### src/rtl/dstack_pkg.sv
// Shared definitions for the parametrised data stack: op encodings and default word width.
package dstack_pkg;

    localparam int unsigned DSTACK_WIDTH_DEFAULT = 16;

    localparam logic [2:0] OP_NOP     = 3'd0;
    localparam logic [2:0] OP_PUSH    = 3'd1;
    localparam logic [2:0] OP_DROP    = 3'd2;
    localparam logic [2:0] OP_DUP     = 3'd3;
    localparam logic [2:0] OP_OVER    = 3'd4;
    localparam logic [2:0] OP_SWAP    = 3'd5;
    localparam logic [2:0] OP_BINOP   = 3'd6;
    localparam logic [2:0] OP_REPLACE = 3'd7;

endpackage

### src/rtl/dstack_legal.sv
// Combinational legality check for a stack op against the current occupancy.
module dstack_legal
    import dstack_pkg::*;
#(
    parameter int unsigned DEPTH = 32,
    parameter int unsigned CNT_W = $clog2(DEPTH + 1)
) (
    input  logic [2:0]       op,
    input  logic [CNT_W-1:0] count,
    output logic             ok,
    output logic             ovf,
    output logic             unf
);

    localparam logic [CNT_W-1:0] DepthC = CNT_W'(DEPTH);

    logic [CNT_W-1:0] need;
    logic             grow;

    always_comb begin
        need = '0;
        grow = 1'b0;
        unique case (op)
            OP_PUSH:               grow = 1'b1;
            OP_DROP, OP_REPLACE:   need = CNT_W'(1);
            OP_DUP: begin
                need = CNT_W'(1);
                grow = 1'b1;
            end
            OP_OVER: begin
                need = CNT_W'(2);
                grow = 1'b1;
            end
            OP_SWAP, OP_BINOP:     need = CNT_W'(2);
            default:               ;
        endcase
    end

    // Operand shortage is reported ahead of a full stack.
    always_comb begin
        unf = (count < need);
        ovf = ~unf & grow & (count >= DepthC);
        ok  = ~unf & ~ovf;
    end

endmodule

### src/rtl/param_data_stack.sv
// Parametrised operand stack: TOS/SOS in slots 0/1, one op per cycle, sticky error flags.
// Optional registered peek port enabled by defining DSTACK_PEEK_EN.
module param_data_stack
    import dstack_pkg::*;
#(
    parameter int unsigned WIDTH = DSTACK_WIDTH_DEFAULT,
    parameter int unsigned DEPTH = 32,
    parameter int unsigned CNT_W = $clog2(DEPTH + 1)
) (
    input  logic             CLK,
    input  logic             reset,
    input  logic             op_valid,
    input  logic [2:0]       op,
    input  logic [WIDTH-1:0] push_data,
    input  logic [WIDTH-1:0] alu_result,
    input  logic             clear_err,
`ifdef DSTACK_PEEK_EN
    input  logic [CNT_W-1:0] peek_idx,
    output logic [WIDTH-1:0] peek_data,
`endif
    output logic [WIDTH-1:0] top_of_stack,
    output logic [WIDTH-1:0] second_of_stack,
    output logic [CNT_W-1:0] count,
    output logic             empty,
    output logic             full,
    output logic             overflow_err,
    output logic             underflow_err
);

    localparam logic [CNT_W-1:0] DepthC = CNT_W'(DEPTH);
    localparam logic [CNT_W-1:0] OneC   = CNT_W'(1);

    logic [WIDTH-1:0] entries_q [DEPTH];
    logic [WIDTH-1:0] entries_d [DEPTH];
    logic [CNT_W-1:0] count_q, count_d;
    logic             ovf_q, ovf_d;
    logic             unf_q, unf_d;

    logic legal_ok, legal_ovf, legal_unf;

    dstack_legal #(
        .DEPTH (DEPTH),
        .CNT_W (CNT_W)
    ) u_legal (
        .op    (op),
        .count (count_q),
        .ok    (legal_ok),
        .ovf   (legal_ovf),
        .unf   (legal_unf)
    );

    // Shrinking ops refill the bottom slot with 0 so entries at index >= count stay 0.
    always_comb begin
        entries_d = entries_q;
        count_d   = count_q;
        if (op_valid && legal_ok) begin
            unique case (op)
                OP_PUSH, OP_DUP, OP_OVER: begin
                    for (int i = DEPTH - 1; i > 0; i--) begin
                        entries_d[i] = entries_q[i-1];
                    end
                    if (op == OP_PUSH) begin
                        entries_d[0] = push_data;
                    end else if (op == OP_DUP) begin
                        entries_d[0] = entries_q[0];
                    end else begin
                        entries_d[0] = entries_q[1];
                    end
                    count_d = count_q + OneC;
                end
                OP_DROP: begin
                    for (int i = 0; i < DEPTH - 1; i++) begin
                        entries_d[i] = entries_q[i+1];
                    end
                    entries_d[DEPTH-1] = '0;
                    count_d = count_q - OneC;
                end
                OP_SWAP: begin
                    entries_d[0] = entries_q[1];
                    entries_d[1] = entries_q[0];
                end
                OP_BINOP: begin
                    entries_d[0] = alu_result;
                    for (int i = 1; i < DEPTH - 1; i++) begin
                        entries_d[i] = entries_q[i+1];
                    end
                    entries_d[DEPTH-1] = '0;
                    count_d = count_q - OneC;
                end
                OP_REPLACE: entries_d[0] = alu_result;
                default:    ;
            endcase
        end
    end

    // A fresh error beats clear_err on the same cycle.
    always_comb begin
        ovf_d = (ovf_q & ~clear_err) | (op_valid & legal_ovf);
        unf_d = (unf_q & ~clear_err) | (op_valid & legal_unf);
    end

    always_ff @(posedge CLK) begin
        if (reset) begin
            for (int i = 0; i < DEPTH; i++) begin
                entries_q[i] <= '0;
            end
            count_q <= '0;
            ovf_q   <= 1'b0;
            unf_q   <= 1'b0;
        end else begin
            entries_q <= entries_d;
            count_q   <= count_d;
            ovf_q     <= ovf_d;
            unf_q     <= unf_d;
        end
    end

    assign top_of_stack    = entries_q[0];
    assign second_of_stack = entries_q[1];
    assign count           = count_q;
    assign empty           = (count_q == '0);
    assign full            = (count_q == DepthC);
    assign overflow_err    = ovf_q;
    assign underflow_err   = unf_q;

`ifdef DSTACK_PEEK_EN
    logic [WIDTH-1:0] peek_sel;
    logic [WIDTH-1:0] peek_q;

    // Unused slots already hold 0, so no separate compare against count is needed.
    always_comb begin
        peek_sel = '0;
        for (int i = 0; i < DEPTH; i++) begin
            if (peek_idx == CNT_W'(i)) begin
                peek_sel = entries_q[i];
            end
        end
    end

    always_ff @(posedge CLK) begin
        if (reset) begin
            peek_q <= '0;
        end else begin
            peek_q <= peek_sel;
        end
    end

    assign peek_data = peek_q;
`endif

endmodule

### config.mk
export PLATFORM = sky130hd
export DESIGN_NAME = param_data_stack
export DESIGN_NICKNAME = d
export VERILOG_FILES = /design/src/rtl/dstack_pkg.sv /design/src/rtl/dstack_legal.sv /design/src/rtl/param_data_stack.sv
export SDC_FILE = /design/constraint.sdc
export NUM_CORES = 1
export LEC_CHECK = 0
export BUFFER_PORTS_ARGS = -buffer_cell sky130_fd_sc_hd__buf_2
export CORE_MARGIN = 2
export CORE_UTILIZATION = 45
export DETAILED_ROUTE_END_ITERATION = 7
export GPL_TIMING_DRIVEN = 0
export HOLD_SLACK_MARGIN = 0.1
export SYNTH_ARGS = -nofsm -noshare
export SYNTH_HDL_FRONTEND = slang
export SYNTH_SLANG_ARGS = --single-unit
### constraint.sdc
create_clock -name CLK -period 6.6 [get_ports CLK]
set_clock_uncertainty 0.2 [all_clocks]
set_input_delay 1.32 -clock CLK [delete_from_list [all_inputs] [get_ports CLK]]
set_output_delay 1.32 -clock CLK [all_outputs]
set_load 0.01 [all_outputs]
==> results.md <==
* Max Root-Sink Buffers at 3
* Initial Util at 45.5%
* Critical path type: in -> reg
* Drt pass-1 iters at 6
* Reg2reg setup slack at 3620 ps
* Initial antenna violation count at 0
* Max cap viols at 0
* Ys async rst share at 0%
* Synth area leaders: dfxtp_1 (46%), a311oi_1 (18%), nand2_1 (16%), nor2_1 (8.7%), clkbuf_1 (2.8%)
* Crit-path slowest cell: buf_1
* Fmax at about 220 MHz
* Core area at 50100 um2
* Final routed DRC violation total at 0
* Port bufs at about 80
* Cell mode on critical path: buf_2
* Area Growth Syn to Fin at 13.4%
* Path depth of the worst reg2reg path at 8
* Post-Route WL at just under 70000 um
* Avg Cell Area, Syn at approximately 7.6 um2
* First-pass GRT wire length at between 100000 and 150000 um
* Vias/cell at ~5.8
* Chip Width at 229 um
* Vias in the first global route at around 22000
* Startpoint types: input port
* Congestion Overflow GR at 0
* Post-synthesis net count at ~3000
* Synth top cells by count: nand2_1 (986), nor2_1 (531), dfxtp_1 (520)
* Clk sinks at 520
* Post-route ant nets at 0
* Largest area contributor in the netlist: dfxtp_1
* Fillers at between 5000 and 6000
* Hold buffers post-CTS at 0
* Final Non-Filler Cells at between 3000 and 4000
* All-Layer GR Usage at around a quarter
* Crit path time final at approximately 4500 ps
* Yosys reg bits at 520
* Post-CTS setup buffers at 0
* Number of distinct library cells after synthesis at 31
* Synth top area share at 45.7%
* TritonCTS Buffers at 57
* Hold Crit Endpoint: entries_q[12]
* Clock slew seen by the registers of the worst setup and hold paths at roughly 60 ps
* Setup repair after global routing missed its margin: false
* Post-synthesis cell count at ~3000
* Bufs and invs on worst path at 6
* CTS root buf: clkbuf_16
* EDFF count, synth at 0
* PD cells at roughly 340 nW/um2
* Hold-critical path depth at 2
* DP HPWL at around 52000 um
* Count leader, synth: nand2_1
* Post-Syn Area at around 23000 um2
* Worst setup margin at 2150 ps
* Req. time, crit path at about 6900 ps
* Final Core Density at between 50 and 60%
* WL/cell at between 15 and 20 um
* Outcome: completed
* Max Slew Vio Count at 0
* Sequential share of the synthesized area at 45.7%
* RR Endpoint: entries_q[87]
* Worst stage delay on the critical path at approximately 530 ps
* Final worst-path cycle share at between 60% and 70%
* Vias at between 20000 and 25000
* Largest net degree at the start of global routing at 15
* CP Data Arrival Time at between 4000 and 5000 ps
* Final setup TNS at 0 ps
* Final setup viols at 0
* Final net count at about 3200
* Die ar. at ~52000 um2
* IO Count at just over 80
* Placed instance count at between 3000 and 4000
* Final Total Pwr at between 0.008 and 0.009 W
* Worst VDD drop at roughly 0.20 mV
* Placer's final routability congestion estimate at around 0.83
* Synth Warn # at 0
* Die Span Y at ~230 um
* Pre-CTS WS at 1520 ps
* Hold path start: entries_q[12]
* Critical-path cell list: buf_2, buf_1, buf_1, nand2_1, ha_1, o21ai_0, a21o_1, nor3b_2, buf_4, buf_2, buf_2, a311oi_1
* Crit Path Max Fanout at 10
* CP delay by family, top: buffers and inverters
* LEAKAGE at about 8.5 nW
* Reg2Reg Launch Point: count[1]
* Ys flop type: dfxtp_1
* Final hold vios at 0
* N_diodes at 0
* Num rows at roughly 80
* CTS H-tree depth at 2
* Worst slew margin at 45.2%
* Min-delay worst type: reg -> reg
* Pin slew with the least headroom to its limit at roughly 820 ps
* Post-CTS sizing at 0
* DRT iter0 DRCs at between 1500 and 2000
* Worst skew pair latency at a little over 600 ps
* Layout cells sized above 1 at 10.3%
* CTS tree: built
* Critical Path Sink Type: flip-flop
==> worst reg2reg max path, stage by stage (launching register included) <==
cell	delay (ps)
dfxtp_1	430
ha_1	340
o21ai_0	130
a21o_1	220
nor3b_2	500
buf_4	300
buf_2	270
buf_2	320
a311oi_1	150
==> stage by stage <==
stage               hold WS, ps  cell area, um2
global route                280           25900
global placement            239           24000
detailed placement          245           24000
finish                      250           25900
floorplan                   232           22800
CTS                         254           25900
==> flip-flops by register name, summed over array words and instances (netlist names) <==
register and cells:
entries_q 480, second_of_stack 16, top_of_stack 16, count 6, overflow_err 1, underflow_err 1
==> power by group <==
| part | switching [W] | internal, W |
|---|---|---|
| sequential | 0.000404 | 0.00358 |
| combinational | 0.000997 | 0.000609 |
| clock | 0.00130 | 0.00183 |
| total | 0.00271 | 0.00602 |
==> cells by family (layout without fill, tap and decap cells) <==
| logic type | Yosys count | in the layout | synth area share [%] |
|---|---|---|---|
| compound gates | 550 | 550 | 20.3 |
| xor+xnor | 5 | 5 | 0.192 |
| fa+ha+maj | 6 | 6 | 0.362 |
| buf+inv | 323 | 500 | 6.51 |
| flops | 520 | 520 | 45.7 |
| mux | 16 | 16 | 0.790 |
| simple gates | 1567 | 1567 | 26.2 |
==> per-layer routing <==
layer,GRT usage (%),routed length (um),part of all wire [%]
met1,36.3,32800,48
met2,40.4,30900,45
met3,2.75,3310,4.9
met4,6.07,1070,1.6
met5,0,0,0
==> layout by cell type (no fill, tap or decap), drive strengths merged, types with 5 or more instances in the layout <==
cell type | synthesis | layout
nand2 | 986 | 986
nor2 | 531 | 531
dfxtp | 520 | 520
a311oi | 481 | 481
clkbuf | 173 | 254
buf | 149 | 227
a21oi | 42 | 42
a211oi | 18 | 18
nor3 | 17 | 17
nand3 | 17 | 17
mux2 | 16 | 16
clkinv | 1 | 16
xnor2 | 5 | 5
ha | 5 | 5
==> final cells by class <==
type / count / area, um2 / share of cell area, %
plain buffers: 322 / 1480 / 5.72
clock buffers: 81 / 1680 / 6.49
clock inverters: 18 / 148 / 0.571
inverters: 1 / 3.75 / 0.0145
multi-input cells: 2144 / 10900 / 42.2
flip-flops and latches: 520 / 10400 / 40.3
well taps: 672 / 841 / 3.25
repair buffers: 78 / 390 / 1.51
==> worst max path at each step <==
stage	start	endpoint	slack, ps	cells after the start
after CTS	op[2]	entries_q[407]	2150	13
after global placement	op[2]	entries_q[410]	1720	13
after global routing	op[2]	entries_q[51]	1930	12
final	op[2]	entries_q[87]	2150	12
after detailed placement	op[2]	entries_q[407]	1520	13
after floorplan	op[0]	count[5]	2670	12
Power figures use the tool's default switching activity.
